==> src/rtl/rob_param.sv <==
`default_nettype none
// ============================================================================
//  Module   : rob_param
//  Purpose  : Parametrised reorder buffer. Issue allocates tagged entries at
//             the tail in program order. The CDB writes results by tag.
//             Entries retire in order from the head, with a commit handshake.
//             A mispredicted branch commit flushes the whole buffer.
//  Revision : 1.0  initial release
// ============================================================================
module rob_param #(
    parameter int DEPTH  = 8,
    parameter int DATA_W = 16,
    parameter int REG_AW = 4,
    parameter int TAG_W  = $clog2(DEPTH)
) (
    input  logic              clk1,
    input  logic              rst_n,
    // issue / allocate
    input  logic              alloc_valid,
    input  logic [3:0]        alloc_op,
    input  logic [REG_AW-1:0] alloc_rd,
    output logic              alloc_ready,
    output logic [TAG_W-1:0]  alloc_tag,
    // common data bus writeback
    input  logic              wb_valid,
    input  logic [TAG_W-1:0]  wb_tag,
    input  logic [DATA_W-1:0] wb_data,
    input  logic              wb_mispredict,
    // operand lookup
    input  logic [TAG_W-1:0]  q0_tag,
    input  logic [TAG_W-1:0]  q1_tag,
    output logic              q0_ready,
    output logic [DATA_W-1:0] q0_data,
    output logic              q1_ready,
    output logic [DATA_W-1:0] q1_data,
    // commit
    output logic              commit_valid,
    input  logic              commit_ready,
    output logic [3:0]        commit_op,
    output logic [REG_AW-1:0] commit_rd,
    output logic [DATA_W-1:0] commit_data,
    output logic              commit_we,
    output logic              flush,
    output logic [TAG_W:0]    count
);

    localparam logic [TAG_W:0]   c_DEPTH   = (TAG_W+1)'(DEPTH);
    localparam logic [TAG_W:0]   c_CNT_ONE = (TAG_W+1)'(1);
    localparam logic [TAG_W-1:0] c_TAG_ONE = TAG_W'(1);
    // Highest opcode that writes the register bank (add..load).
    localparam logic [3:0]       c_OP_LAST_WR = 4'b0100;

    // Entry storage
    logic [DEPTH-1:0]  r_valid;
    logic [DEPTH-1:0]  r_done;
    logic [DEPTH-1:0]  r_misp;
    logic [3:0]        r_op   [DEPTH];
    logic [REG_AW-1:0] r_rd   [DEPTH];
    logic [DATA_W-1:0] r_data [DEPTH];

    // Pointers and occupancy (count separates full from empty)
    logic [TAG_W-1:0]  r_head;
    logic [TAG_W-1:0]  r_tail;
    logic [TAG_W:0]    r_count;

    logic w_head_done;
    logic w_head_misp;
    logic w_fire;
    logic w_flush;
    logic w_alloc_ok;
    logic w_alloc_fire;
    logic w_wb_hit;

    assign w_head_done  = r_valid[r_head] & r_done[r_head];
    assign w_head_misp  = r_misp[r_head];
    assign w_fire       = w_head_done & commit_ready;
    assign w_flush      = w_fire & w_head_misp;
    // A mispredicted head blocks issue so nothing is allocated into a squash.
    assign w_alloc_ok   = (r_count < c_DEPTH) & ~(w_head_done & w_head_misp);
    assign w_alloc_fire = alloc_valid & w_alloc_ok;
    assign w_wb_hit     = wb_valid & r_valid[wb_tag] & ~r_done[wb_tag];

    assign alloc_ready  = w_alloc_ok;
    assign alloc_tag    = r_tail;
    assign commit_valid = w_head_done;
    assign flush        = w_flush;
    assign count        = r_count;

    // Commit fields show the head entry only while it is ready to retire.
    assign commit_op    = w_head_done ? r_op[r_head]   : 4'b0000;
    assign commit_rd    = w_head_done ? r_rd[r_head]   : '0;
    assign commit_data  = w_head_done ? r_data[r_head] : '0;
    assign commit_we    = w_head_done & ~r_op[r_head][3] & (r_op[r_head] <= c_OP_LAST_WR);

    // Operand lookup 0: CDB bypass first, then stored result.
    always_comb begin
        q0_ready = 1'b0;
        q0_data  = '0;
        if (wb_valid && (wb_tag == q0_tag) && r_valid[q0_tag]) begin
            q0_ready = 1'b1;
            q0_data  = wb_data;
        end else if (r_valid[q0_tag] && r_done[q0_tag]) begin
            q0_ready = 1'b1;
            q0_data  = r_data[q0_tag];
        end
    end

    // Operand lookup 1: CDB bypass first, then stored result.
    always_comb begin
        q1_ready = 1'b0;
        q1_data  = '0;
        if (wb_valid && (wb_tag == q1_tag) && r_valid[q1_tag]) begin
            q1_ready = 1'b1;
            q1_data  = wb_data;
        end else if (r_valid[q1_tag] && r_done[q1_tag]) begin
            q1_ready = 1'b1;
            q1_data  = r_data[q1_tag];
        end
    end

    // Head/tail pointers and occupancy; reset and flush both empty the buffer.
    always_ff @(posedge clk1) begin
        if (!rst_n || w_flush) begin
            r_head  <= '0;
            r_tail  <= '0;
            r_count <= '0;
        end else begin
            if (w_alloc_fire) begin
                r_tail <= r_tail + c_TAG_ONE;
            end
            if (w_fire) begin
                r_head <= r_head + c_TAG_ONE;
            end
            case ({w_alloc_fire, w_fire})
                2'b10:   r_count <= r_count + c_CNT_ONE;
                2'b01:   r_count <= r_count - c_CNT_ONE;
                default: r_count <= r_count;
            endcase
        end
    end

    // Entry array: allocate at tail, writeback by tag, retire at head.
    // The three targets never coincide: the tail slot is free whenever an
    // allocate fires, and a done head ignores writebacks.
    always_ff @(posedge clk1) begin
        if (!rst_n) begin
            r_valid <= '0;
            r_done  <= '0;
            r_misp  <= '0;
            for (int i = 0; i < DEPTH; i++) begin
                r_op[i]   <= 4'b0000;
                r_rd[i]   <= '0;
                r_data[i] <= '0;
            end
        end else if (w_flush) begin
            // Same-cycle writeback is discarded along with every entry.
            r_valid <= '0;
            r_done  <= '0;
            r_misp  <= '0;
        end else begin
            if (w_alloc_fire) begin
                r_valid[r_tail] <= 1'b1;
                r_done[r_tail]  <= 1'b0;
                r_misp[r_tail]  <= 1'b0;
                r_op[r_tail]    <= alloc_op;
                r_rd[r_tail]    <= alloc_rd;
                r_data[r_tail]  <= '0;
            end
            if (w_wb_hit) begin
                r_done[wb_tag]  <= 1'b1;
                r_misp[wb_tag]  <= wb_mispredict;
                r_data[wb_tag]  <= wb_data;
            end
            if (w_fire) begin
                r_valid[r_head] <= 1'b0;
            end
        end
    end

endmodule
`default_nettype wire
==> config.mk <==
export PLATFORM = sky130hd
export DESIGN_NAME = rob_param
export DESIGN_NICKNAME = d
export VERILOG_FILES = /design/src/rtl/rob_param.sv
export SDC_FILE = /design/constraint.sdc
export NUM_CORES = 1
export LEC_CHECK = 0
export ABC_CLOCK_PERIOD_IN_PS = 3450
export CAP_MARGIN = 20
export CORE_MARGIN = 10
export CORE_UTILIZATION = 45
export CTS_CLUSTER_DIAMETER = 30
export DETAILED_ROUTE_END_ITERATION = 12
export DONT_BUFFER_PORTS = 1
export GPL_TIMING_DRIVEN = 0
export MAX_ROUTING_LAYER = met4
export PLACE_DENSITY_LB_ADDON = 0.25
export SETUP_SLACK_MARGIN = 0.02
export SYNTH_ARGS = -nofsm -noshare
export SYNTH_HDL_FRONTEND = slang
export SYNTH_SLANG_ARGS = --single-unit
==> constraint.sdc <==
create_clock -name clk1 -period 3.45 [get_ports clk1]
set_input_delay 0 -clock clk1 [delete_from_list [all_inputs] [get_ports clk1]]
set_output_delay 0 -clock clk1 [all_outputs]
set_load 0.1 [all_outputs]
# Word-level counts from Yosys, hierarchy flattened
# Memory sizes are Yosys's and may differ from the RTL's. A register that Yosys moved wholly into a read port is not among the register bits.
# Index checks and enable logic that the tools add are counted.
# word_totals
elab_cells,141
inputBits,39
ramBits,192
reg_bits,34
memories,3
output_inout_bits,69
# op_classes
eq_ne,4
order_cmp,10
reduce_logical,17
mux,76
add_sub_neg,4
bitwise,21
# mem_list
name,depth,word_bits,read_ports,rd_ports_with_merged_regs,wr,line,source
r_data,8,16,3,1,8,59,logic [DATA_W-1:0] r_data [DEPTH];
r_op,8,4,1,1,8,57,logic [3:0] r_op [DEPTH];
r_rd,8,4,1,1,8,58,logic [REG_AW-1:0] r_rd [DEPTH];
# op_table
cell,n
$mux W16,7
$mux W8,12
$reduce_or A16 Y1,2
$mux W3,10
$mux W1,29
$bmux W1 S3,9
$and A8 B8 Y8,3
$lt A3 B4 Y1 const B,5
$mux W4,4
$not A8 Y8,2
$or A8 B8 Y8,2
$and A1 B1 Y1,10
$demux W1 S3,3
$ge A3 B1 Y1 const B,3
$logic_and A1 B1 Y1,9
$bwmux W8,1
$pmux W4 S2,1
$reduce_or A4 Y1,2
$add A3 B1 Y3 const B,2
$eq A3 B3 Y1,2
$add A4 B1 Y4 const B,1
$le A4 B3 Y1 const B,1
$lt A4 B4 Y1 const B,1
$not A1 Y1,4
7 further kinds,7

# Logic depth before layout (Yosys ltp)
# depth
ltp_word,13
mapped_depth,13
mapped_depth_nobuf,12

# Least setup slack after synthesis
# Ideal clock, no wire load.
# synth_timing
path_type,reg2out
start,reg (tool-made name)
end,out commit_we
required_time_ns,3.450
stages_incl_launch_ff,6
path_buffers,1
path_slack_ns,-0.338
arrival_ns,3.788
cell_sequence,dfxtp_1 -> buf_1 -> mux4_2 -> mux2i_1 -> a21oi_1 -> nor3b_1
# synth_rtl
element,line,source
"end, declared",42,"output logic commit_we,"

==> metrics.yaml <==
die:
  die_h_um: 189.7
  dieArea_mm2: 0.03597
  rows: 62
  start_util_pct: 45.38
  core_mm2: 0.02855
  die_w_um: 189.7
  ios: 108
cells_and_area:
  fill_cells: 2348
  fin_nets: 1125
  syn_to_final_growth_pct: 25.02
  drive_above_1_share_pct: 30.87
  final_cell_area_mm2: 0.01620
  finalNonFillerCells: 1509
  register_area_mm2: 0.006506
  multi_input_area_mm2: 0.006631
routing:
  drt_iter0_drc: 899
  drc_errors: 0
  vias_per_cell: 6.197
  wl_per_cell_um: 27.28
  wl_um: 41170
  vias: 9351
  antenna_left: 0
  first_pass_iters: 5
pwr:
  switchingPower_mw: 2.086
  power_frac_comb_pct: 7.8
  power.density_mw_per_mm2: 533.5
  ir_drop_mv: 0.4437
  total_power_mw: 8.641
  leakage_nw: 5.572
  power_frac_seq_pct: 37.3
  power.share.clock_pct: 54.9
  p_int_mw: 6.554
  p_sw_share_pct: 24.15
logic_synthesis:
  synth_area_mm2: 0.01295
  ys.warnings.count: 0
  synthDistinctLibCells: 46
  yosysSeqAreaShare_pct: 50.22
  synth-edff-count: 192
  synth_fp_nets: 1030
  synthCells: 986
  synth_area_per_cell_um2: 13.14
  synthFlopType: "edfxtp_1"
  synthArstFlopShare_pct: 0
  synth-seq-cells: 229
place:
  io_buffers: 0
  dp_hpwl_um: 26580
  place_congestion: 0.8561
  post_dp_cell_area_mm2: 0.01382
  post-place-cells: 1379
worst_setup_path:
  rr_worst_depth: 7
  crit_path_start_kind: "register"
  cpPeakStageDelay_ps: 890
  cp_data_arrival_time_ps: 3690
  r2r-start: "r_head[1]"
  endpoint_kind: "output pin"
  cp_num_buf_inv: 2
  crit_type: "reg -> out"
  slowest_stage: "nor2_2"
  crit_path_cell_trace: "clkbuf_1 -> clkbuf_1 -> mux4_2 -> mux2i_1 -> nor2_2"
  rrSetupSlack_ps: 160
  reg2reg_to: "r_data[3][9]"
  crit_family: "buffers and inverters"
  cpMostUsedCell: "clkbuf_1"
  path_max_fanout: 10
  required_ps: 3450
clocking:
  htree_levels: 2
  clkSinkCount: 229
  clkLatencyLatePin_ps: 560
  cts_buffer_depth: 3
  path_clk_slew_ps: 50
  clockRootBuffer: "clkbuf_16"
  numCtsBuffers: 51
  cts_tree: "yes"
  cts_setup_buffers: 0
sta:
  hold_ws_ps: 106.9
  fin_ws_ps: -241.2
  tightestPinTransition_ps: 1181
  fin_skew_ps: 15.24
  max_freq_ghz: 0.2709
  period_minus_slack_ps: 3691
  rsz0062_at_grt: "yes"
  fin_crit_sh_pct: 107.0
  maxSlewHeadroom_pct: 21.25
  hold_viol: 0
  setup-violations-final: 1
  slew_violations: 0
worst_hold_path:
  min_delay_path_depth: 5
  hold_path_class: "in -> reg"
  hold_path_startpoint: "wb_tag[2]"
  hold_end: "r_misp[4]"
status:
  violations: "setup timing"
  outcome: "complete, but fails checks"
grt:
  grt_max_degree: 17
  grt_pass1_vias: 9474
  grt_pass1_wl_um: 60360
  overflow: 0
  grt_use_total_pct: 23.08
  met3_usage_pct: 4.797
  use_met1_pct: 29.14
  antenna_found_initial: 4
  grt_util_met2_pct: 35.88
  grt-busiest-layer: "met2"
flow_run:
  cap_viol_max_count: 0
==> placed cells by master (no fill, tap or decap), drive strengths merged, types with 9 or more instances in the layout <==
| cell type | instances |
|---|---|
| edfxtp | 192 |
| and2 | 132 |
| mux4 | 122 |
| nor2 | 120 |
| clkbuf | 98 |
| mux2i | 64 |
| nand2 | 62 |
| o21ai | 45 |
| buf | 43 |
| dfxtp | 37 |
| dlygate4sd3 | 33 |
| clkinv | 20 |
| inv | 15 |
| nand4 | 14 |
| xnor2 | 11 |
| or2 | 11 |
| a21oi | 9 |
| o311ai | 9 |
==> how the worst max path moves through the flow <==
stage,endpoint,startpoint,depth (start not counted)
after floorplan,q1_data[0],r_done[0],6
after global placement,q0_data[7],q0_tag[1],7
after detailed placement,commit_valid,r_head[0],7
after CTS,commit_data[6],register,5
after global routing,commit_data[6],register,5
final,commit_data[6],register,5
==> worst min-delay path: cells and delay by family <==
family / cells / cell delay, ps
simple gates: 3 / 470
compound gates: 2 / 150
==> sequential cells by signal, indices dropped and copies added, names as in the netlist, named ones only <==
name and cells:
r_data 128, r_op 32, r_rd 32, r_done 8, r_misp 8, r_valid 8
count 4, alloc_tag 3, r_head 3
==> repair_timing <==
| item | in CTS | in global routing |
|---|---|---|
| hold buffers | 33 | 0 |
| endpoints found under the setup margin | 104 | 190 |
| pin swaps | 1 | 0 |
| gates cloned | 0 | 0 |
| resized for setup | 20 | 58 |
| endpoints found under the hold margin | 215 | 0 |
==> power groups by stage <==
| stage | clock network [mW] | registers (mW) | logic, mW |
|---|---|---|---|
| 3_3_place_gp | 0 | 3.28 | 0.540 |
| 5_1_grt | 4.90 | 3.23 | 0.717 |
| 6_report | 4.74 | 3.22 | 0.677 |
| 3_5_place_dp | 0 | 3.27 | 0.600 |
| 4_1_cts | 4.76 | 3.22 | 0.655 |
| 2_1_floorplan | 0 | 3.25 | 0.405 |
==> cell usage after synthesis, types with 9 or more instances <==
library cell	number	area share (%)
and2_1	132	6.4
nand4_1	14	0.68
nor2_1	120	3.5
dfxtp_1	37	5.7
inv_1	12	0.35
edfxtp_1	192	45
mux4_2	122	21
nand2_1	62	1.8
mux2i_1	64	4.9
or2_2	11	0.53
a21oi_1	9	0.35
buf_2	26	1.0
xnor2_1	11	0.74
clkbuf_1	37	1.1
o21ai_0	45	1.7
==> layout make-up <==
type	instances	share of cell area (%)
flip-flops and latches	229	40.17
repair buffers	42	3.183
plain buffers	71	1.970
multi-input cells	674	40.94
clock inverters	32	2.109
diodes	4	0.06180
well taps	384	2.966
clock buffers	61	8.297
inverters	12	0.3013
==> per-layer routing <==
metal | routed length [um] | share of wire [%]
met1 | 16280 | 40
met2 | 19640 | 48
met3 | 3620 | 8.8
met4 | 1629 | 4.0
met5 | 0 | 0
==> cell families (layout without fill, tap and decap cells) <==
kind of cell,after synthesis,in the layout,synth area share [%]
adder cells (fa/ha/maj),5,5,0.4829
other,0,4,0
XOR/XNOR,14,14,0.9465
AO/OA/AOI/OAI,92,92,4.723
multiplexers,188,188,26.33
flip-flops,229,229,50.22
AND/OR/NAND/NOR,375,375,14.61
buffers and inverters,83,218,2.685
==> per-stage QoR <==
step	setup slack, ps	TNS, ps	util (%)
global route	-250.4	-250.8	56.74
CTS	-162.0	-1636	55.68
detailed placement	-180.0	-3487	48.40
floorplan	194.9	0	-
global placement	-785.7	-18810	47.08
finish	-241.2	-241.2	56.74
Power figures use the tool's default switching activity.
